`src/rtl/mdu_hilo_writer.sv`:
```
`default_nettype none
// ============================================================================
//  Module      : mdu_hilo_writer
//  Description : Iterative multiply/divide unit producing HI/LO results.
//                One shift-add (multiply) or restoring shift-subtract
//                (divide) step per clock on operand magnitudes, followed by
//                sign correction. Divide-by-zero completes without iterating.
//  Revision    : 1.0 - initial release
// ============================================================================
module mdu_hilo_writer #(
  parameter int WIDTH = 32
) (
  input  logic             clk,
  input  logic             rst,
  input  logic             start,
  input  logic [1:0]       op,
  input  logic [WIDTH-1:0] a,
  input  logic [WIDTH-1:0] b,
  output logic             busy,
  output logic             done,
  output logic [WIDTH-1:0] hi_out,
  output logic [WIDTH-1:0] lo_out,
  output logic             div_zero
);

  localparam int CW = $clog2(WIDTH + 1);
  localparam logic [CW-1:0] CNT_LAST = CW'(WIDTH);

  typedef enum logic [1:0] {
    IDLE = 2'd0,
    CALC = 2'd1,
    DONE = 2'd2
  } state_t;

  state_t           state_q, state_d;
  logic [CW-1:0]    cnt_q, cnt_d;
  logic             is_div_q, is_div_d;
  logic             neg_res_q, neg_res_d;   // product sign, or quotient sign
  logic             neg_rem_q, neg_rem_d;   // remainder sign (signed divide only)
  logic [WIDTH-1:0] opnd_q, opnd_d;         // multiplicand or divisor magnitude
  logic [WIDTH-1:0] acc_hi_q, acc_hi_d;     // partial product high / partial remainder
  logic [WIDTH-1:0] acc_lo_q, acc_lo_d;     // multiplier bits / dividend-quotient bits
  logic [WIDTH-1:0] hi_q, hi_d;
  logic [WIDTH-1:0] lo_q, lo_d;
  logic             dz_q, dz_d;

  // Operand magnitudes and per-step datapath values
  logic             signed_op, a_neg, b_neg;
  logic [WIDTH-1:0] mag_a, mag_b;
  logic [WIDTH:0]   mul_sum, div_shift, div_diff;
  logic [2*WIDTH-1:0] prod, prod_fix;

  // Next-state, datapath step and result loading
  always_comb begin
    state_d   = state_q;
    cnt_d     = cnt_q;
    is_div_d  = is_div_q;
    neg_res_d = neg_res_q;
    neg_rem_d = neg_rem_q;
    opnd_d    = opnd_q;
    acc_hi_d  = acc_hi_q;
    acc_lo_d  = acc_lo_q;
    hi_d      = hi_q;
    lo_d      = lo_q;
    dz_d      = dz_q;

    signed_op = ~op[0];
    a_neg     = signed_op & a[WIDTH-1];
    b_neg     = signed_op & b[WIDTH-1];
    mag_a     = a_neg ? -a : a;
    mag_b     = b_neg ? -b : b;

    mul_sum   = {1'b0, acc_hi_q} + (acc_lo_q[0] ? {1'b0, opnd_q} : '0);
    div_shift = {acc_hi_q, acc_lo_q[WIDTH-1]};
    div_diff  = div_shift - {1'b0, opnd_q};
    prod      = {acc_hi_q, acc_lo_q};
    prod_fix  = neg_res_q ? -prod : prod;

    case (state_q)
      IDLE: begin
        if (start) begin
          if (op[1] && (b == '0)) begin
            // Divide by zero finishes immediately with a fixed result
            state_d = DONE;
            hi_d    = a;
            lo_d    = '1;
            dz_d    = 1'b1;
          end else begin
            state_d   = CALC;
            cnt_d     = '0;
            is_div_d  = op[1];
            neg_res_d = a_neg ^ b_neg;
            neg_rem_d = a_neg & op[1];
            opnd_d    = op[1] ? mag_b : mag_a;
            acc_lo_d  = op[1] ? mag_a : mag_b;
            acc_hi_d  = '0;
          end
        end
      end
      CALC: begin
        if (cnt_q == CNT_LAST) begin
          state_d = DONE;
          dz_d    = 1'b0;
          if (is_div_q) begin
            lo_d = neg_res_q ? -acc_lo_q : acc_lo_q;
            hi_d = neg_rem_q ? -acc_hi_q : acc_hi_q;
          end else begin
            hi_d = prod_fix[2*WIDTH-1:WIDTH];
            lo_d = prod_fix[WIDTH-1:0];
          end
        end else begin
          cnt_d = cnt_q + CW'(1);
          if (is_div_q) begin
            // Restore-free form: keep the shifted value when the subtract borrows
            if (!div_diff[WIDTH]) begin
              acc_hi_d = div_diff[WIDTH-1:0];
              acc_lo_d = {acc_lo_q[WIDTH-2:0], 1'b1};
            end else begin
              acc_hi_d = div_shift[WIDTH-1:0];
              acc_lo_d = {acc_lo_q[WIDTH-2:0], 1'b0};
            end
          end else begin
            acc_hi_d = mul_sum[WIDTH:1];
            acc_lo_d = {mul_sum[0], acc_lo_q[WIDTH-1:1]};
          end
        end
      end
      DONE: begin
        state_d = IDLE;
      end
      default: begin
        state_d = IDLE;
      end
    endcase
  end

  // State and datapath registers with asynchronous reset
  always_ff @(posedge clk or posedge rst) begin
    if (rst) begin
      state_q   <= IDLE;
      cnt_q     <= '0;
      is_div_q  <= 1'b0;
      neg_res_q <= 1'b0;
      neg_rem_q <= 1'b0;
      opnd_q    <= '0;
      acc_hi_q  <= '0;
      acc_lo_q  <= '0;
      hi_q      <= '0;
      lo_q      <= '0;
      dz_q      <= 1'b0;
    end else begin
      state_q   <= state_d;
      cnt_q     <= cnt_d;
      is_div_q  <= is_div_d;
      neg_res_q <= neg_res_d;
      neg_rem_q <= neg_rem_d;
      opnd_q    <= opnd_d;
      acc_hi_q  <= acc_hi_d;
      acc_lo_q  <= acc_lo_d;
      hi_q      <= hi_d;
      lo_q      <= lo_d;
      dz_q      <= dz_d;
    end
  end

  assign busy     = (state_q != IDLE);
  assign done     = (state_q == DONE);
  assign hi_out   = hi_q;
  assign lo_out   = lo_q;
  assign div_zero = dz_q;

endmodule
`default_nettype wire

```
`config.mk`:
```
export PLATFORM = sky130hd
export DESIGN_NAME = mdu_hilo_writer
export DESIGN_NICKNAME = d
export VERILOG_FILES = /design/src/rtl/mdu_hilo_writer.sv
export SDC_FILE = /design/constraint.sdc
export NUM_CORES = 1
export LEC_CHECK = 0
export ABC_AREA = 1
export ABC_CLOCK_PERIOD_IN_PS = 6200
export CAP_MARGIN = 20
export CORE_MARGIN = 1
export CORE_UTILIZATION = 50
export DETAILED_ROUTE_END_ITERATION = 8
export PLACE_DENSITY_LB_ADDON = 0.12
export SLEW_MARGIN = 20
export SYNTH_ARGS = -nofsm -noshare
export SYNTH_HDL_FRONTEND = slang
export SYNTH_SLANG_ARGS = --single-unit
```
`constraint.sdc`:
```
create_clock -name clk -period 6.2 [get_ports clk]
set_clock_uncertainty 0.1 [all_clocks]
set_input_delay 1.24 -clock clk [delete_from_list [all_inputs] [get_ports clk]]
set_output_delay 1.24 -clock clk [all_outputs]
set_load 0.02 [all_outputs]
```
[Word-level counts from Yosys, hierarchy flattened]
Cells that the tools add are included.
Cells by class
  div/mod/pow operators: 0
  reduce and logical (&&, ||, !) cells: 9
  magnitude comparators: 0
  add/sub/neg operators: 8
  multiply operators: 0
  multiplexer cells: 42
  equality and inequality tests: 8
  shift operators: 0
  bitwise operators: 6
Operators by type and width (count)
  $mux W32: 24
  $pmux W32 S2: 4
  $neg A32 Y32: 4
  $mux W64: 1
  $neg A64 Y64: 1
  $add A32 B32 Y33: 1
  $sub A33 B32 Y33: 1
  $logic_not A32 Y1: 1
  $mux W6: 3
  $pmux W6 S2: 1
  $ne A2 B2 Y1 const B: 5
  $reduce_and A4 Y1: 2
  $add A6 B1 Y6 const B: 1
  $eq A6 B6 Y1 const B: 1
  $mux W2: 3
  $mux W1: 4
  $pmux W2 S2: 1
  $reduce_bool A2 Y1: 2
  $and A1 B1 Y1: 3
  $reduce_and A3 Y1: 1
  $eq A2 B1 Y1 const B: 1
  $eq A2 B2 Y1 const B: 1
  $logic_not A2 Y1: 1
  $not A1 Y1: 2
  other kinds (4): 4
Word-level totals
  bits in latches: 0
  register bits after elaboration: 172
  RAM bits: 0
  memories kept: 0
  memory bits (read-only): 0
  bits of input ports: 69

[Longest topological paths before layout]
  depth after elaboration: 7
  gate-level depth with buffers: 22
  gate-level depth less buffers: 20

[Worst setup path after synthesis]
OpenSTA, ideal clock, no wires.
  path type: input to register
  start point: input port b[0]
  end point: register opnd_q[25]
  setup slack: 3363 ps
  arrival time: 2602 ps
  data required time: 5965 ps
  stages: 14
  path buffers: 1
  path through: inv_1 > ha_1 > nand4_2 > nor2_4 > nand2_2 > nor2_2 > nand2_1 > nand3_2 > inv_2 > nand2_2 > inv_2 > buf_2 > nand2_1 > o211ai_1
Between the ends
  word-level cells in the longest chain between the ends: 4
  elaborated cells between the ends (all ways): 7
  classes of those cells: add/sub: 1; mux: 2; bitwise: 1; reduce/logical: 3
Ends and longest elaborated chain
  start, declared: RTL line 18  | input logic [WIDTH-1:0] b,
  branches (longest 4 deep; another with $neg A32 Y32)
  end signal, assigned: RTL line 157  | opnd_q <= opnd_d;
  end, declared: RTL line 40  | logic [WIDTH-1:0] opnd_q, opnd_d;
Parallel ways; which one is timed is not known.
A chain may end at the register's enable or synchronous reset.

[Worst setup path in the final report]
Same ends and word-level chain as after synthesis.

==> metrics <==
status completed; post-CTS setup buffers 0; core area 0.0355 mm2; largest net degree at the start of global routing 92; synthesized instance count 3123; period utilization 64.0%; crit path cell chain clkdlybuf4s50_1 -> inv_1 -> ha_1 -> nand4_2 -> nor2_4 -> nand2_2 -> nor2_2 -> nand2_1 -> nand3_2 -> inv_2 -> nand2_2 -> inv_2 -> nand2_1 -> o211ai_1; minimum clock period 3.97 ns; Mapped Area 0.0180 mm2; final wirelength 77200 um; Port Buffers 135; Clk network pwr share 8.9%; Netlist cell types 46; leak pwr 10.2 nW; final hold violations 0; total chip power 12.8 mW; Starting Density 50.7%; die height 192 um; reg-to-reg slack, setup 2.52 ns; pre-CTS setup slack 1.88 ns; slew at the pin closest to its max-slew limit 1.01 ns; Critical Path AT 4.24 ns; Seq pwr share 19.5%; Top FF cell, synth dfrtp_1; vias in the first global route 18.9k; hold depth 2; share of the yosys chip area belonging to registers 23.9%; GRT overflow 0; first-pass GRT wire length 114000 um; clock-pin slew on the worst setup and hold paths 0.07 ns; setup_tns 0 ns; end-of-flow core utilization 56.9%; Psw 7.81 mW; Max VDD drop 0.368 mV; Critical Path Start Type primary input; DR vias/cell 5.87; Routed Antenna Nets 0; initial antenna violation count 2; post-synthesis average cell area 5.76 um2; dpl cell area 0.0196 mm2; Final HPWL DP 61500 um; Sw Share 61.1%; Area Growth Syn to Fin 12.4%; Slew Limit Fails 0; Clk Latency, worst-skew pair 0.47 ns; Hold Buf Count CTS 0; CTS resizes 0; async set-or-reset flop fraction in the synthesized netlist 100%; GRT Total Usage 42.1%; Vias 21.5k; clk buf depth 2; Inserted Diodes 0; Worst Hold Class flip-flop to flip-flop; CTS tree yes; Die X 192 um; finished layout cell area 0.0202 mm2; Post-Syn Nets 3264; # setup viols final 0; Final GP Congestion 1.10; power density cells 632 mW/mm2; root buffer cell clkbuf_16; CTS Buf Count 17; crit path max-delay cell type inv_2; largest stage delay on the critical path 0.58 ns; htree depth 4; residual DRC count 0; I/O pin cnt 136; Slew HR 32.9%; unrepaired setup endpoints after global routing no; Crit. End Element flip-flop; Critical R2R Launch acc_hi_q[0]; drt pass-1 iters 7; crit-path max FO 35; critical path class primary input to flip-flop; R2R cell count 17; Internal 4.97 mW; Rows 69; Worst R2R End acc_hi_q[31]; share of the synthesized area in the top cell type 23.9%; setup ws final 2.23 ns; Comb power frac 71.6%; top cells by area, synth dfrtp_1 24%, nand2_1 21%, inv_1 8.8%, nand3_1 8.4%, nor2_1 8.2%; yosys warns 0; count of state elements after synthesis 172; EDFF count, synth 0; Initial DRC Count 3248; fillcell total 3649; CP startpoint b[0]; DR WL/cell 21.1 um; fmax 252 MHz; number of max-cap violations 0; Worst EP required 6.47 ns; Die Area 0.0367 mm2; area leader, netlist dfrtp_1; share of cells above drive strength 1 3.43%; Nets 3331; CTS sink cnt 172; crit path to opnd_q[25]
[registers in the layout, summed over array words and instances, names as in the netlist]
signal and flops:
acc_hi_q 32, cnt_q 6, neg_rem_q 1, acc_lo_q 32
neg_res_q 1, hi_out 32, lo_out 32, div_zero 1
is_div_q 1, opnd_q 32, state_q 2
[through the flow]
| step | cells | hold slack (ns) |
|---|---|---|
| after floorplan | 3123 | 0.371 |
| after global placement | 3631 | 0.365 |
| after detailed placement | 3631 | 0.369 |
| after CTS | 3663 | 0.392 |
| after global routing | 3664 | 0.408 |
| final | 3664 | 0.387 |
[power by group through the flow]
| stage | Combinational (mW) | Sequential (mW) | Clock [mW] |
|---|---|---|---|
| finish | 9.14 | 2.49 | 1.14 |
| global route | 10.0 | 2.49 | 1.19 |
| CTS | 8.80 | 2.42 | 1.14 |
| detailed placement | 8.74 | 2.43 | 0 |
| global placement | 8.63 | 2.43 | 0 |
| floorplan | 6.02 | 2.10 | 0 |
[synthesized netlist by cell type, types with 2 or more instances]
cell and n:
nor2_4 4, and2_1 3, nand2_2 8, o211ai_1 29, or2_2 8, nand3b_1 16
o22ai_1 13, nand4_1 23, o21ai_1 28, o31ai_1 5, nand3_1 302, nor2_1 391
o21a_1 6, ha_1 70, nand3_2 6, inv_1 419, a21o_1 8, nor2_2 11
clkbuf_1 54, xnor2_1 21, a31oi_1 23, nor3_1 38, clkinv_1 2, a22oi_1 8
o21ai_0 146, fa_1 2, a21boi_0 3, buf_1 15, nand2_1 1024, buf_2 23
xor2_1 52, nor3_2 2, dfrtp_1 172, inv_2 8, o21bai_1 5, a21oi_1 151
a21oi_2 7, buf_4 9
[worst min-delay path by stage]
| stage | to | from |
|---|---|---|
| after global routing | hi_out[1] | hi_out[1] |
| after CTS | hi_out[11] | hi_out[11] |
| after floorplan | cnt_q[0] | cnt_q[0] |
| after detailed placement | hi_out[27] | hi_out[27] |
| after global placement | hi_out[1] | hi_out[1] |
| final | lo_out[2] | lo_out[2] |
[cell families after synthesis]
| logic type | synth area share (%) |
|---|---|
| DFF | 23.9 |
| AOI/OAI and AO/OA | 13.4 |
| xor gates and xnor gates | 3.56 |
| adders and majority gates | 5.10 |
| and+or+nand+nor | 42.5 |
| buffers and inverters | 11.5 |
[layout by cell type, fill, tap and decap left out, types with 6 or more instances in the layout]
| master | n |
|---|---|
| o22ai_1 | 13 |
| o211ai_1 | 29 |
| or2_2 | 8 |
| clkbuf_16 | 17 |
| a31oi_1 | 23 |
| a21oi_1 | 151 |
| nand2_2 | 8 |
| clkdlybuf4s50_1 | 134 |
| buf_4 | 13 |
| o21a_1 | 6 |
| nand3b_1 | 16 |
| nand2_1 | 1024 |
| nor2_2 | 13 |
| xor2_1 | 52 |
| o21ai_1 | 28 |
| inv_1 | 417 |
| nand3_2 | 6 |
| nand4_1 | 23 |
| nor3_1 | 38 |
| inv_2 | 9 |
| xnor2_1 | 21 |
| dfrtp_1 | 171 |
| a21o_1 | 8 |
| a22oi_1 | 8 |
| nand3_1 | 302 |
| nor2_1 | 388 |
| a21oi_2 | 6 |
| ha_1 | 70 |
| o21ai_0 | 146 |
[routing by layer]
layer / vias up / wire [um] / track usage (%) / part of all wire (%)
li1: 10100 / - / - / -
met1: 9818 / 32400 / 59.3 / 42
met2: 1395 / 30500 / 58.1 / 39
met3: 206 / 10900 / 14.5 / 14
met4: 4 / 3460 / 16.2 / 4.5
met5: - / 23 / 0.549 / 0.030
[critical path, delay by kind of cell]
family                   cells  cell delay [ns]
AO/OA/AOI/OAI                1             0.11
adder cells (fa/ha/maj)      1             0.26
buffers and inverters        4             1.53
AND/OR/NAND/NOR              8             1.09
[area by class of cell]
class                   count  area, um2  area share (%)
well taps                 461        577            2.86
repair buffers            150       1480            7.32
inverters                 429       1620            8.00
flip-flops and latches    172       4310            21.3
clock buffers              18        439            2.17
clock inverters            14        161           0.799
multi-input cells        2420      11600            57.5
Power figures use the tool's default switching activity.
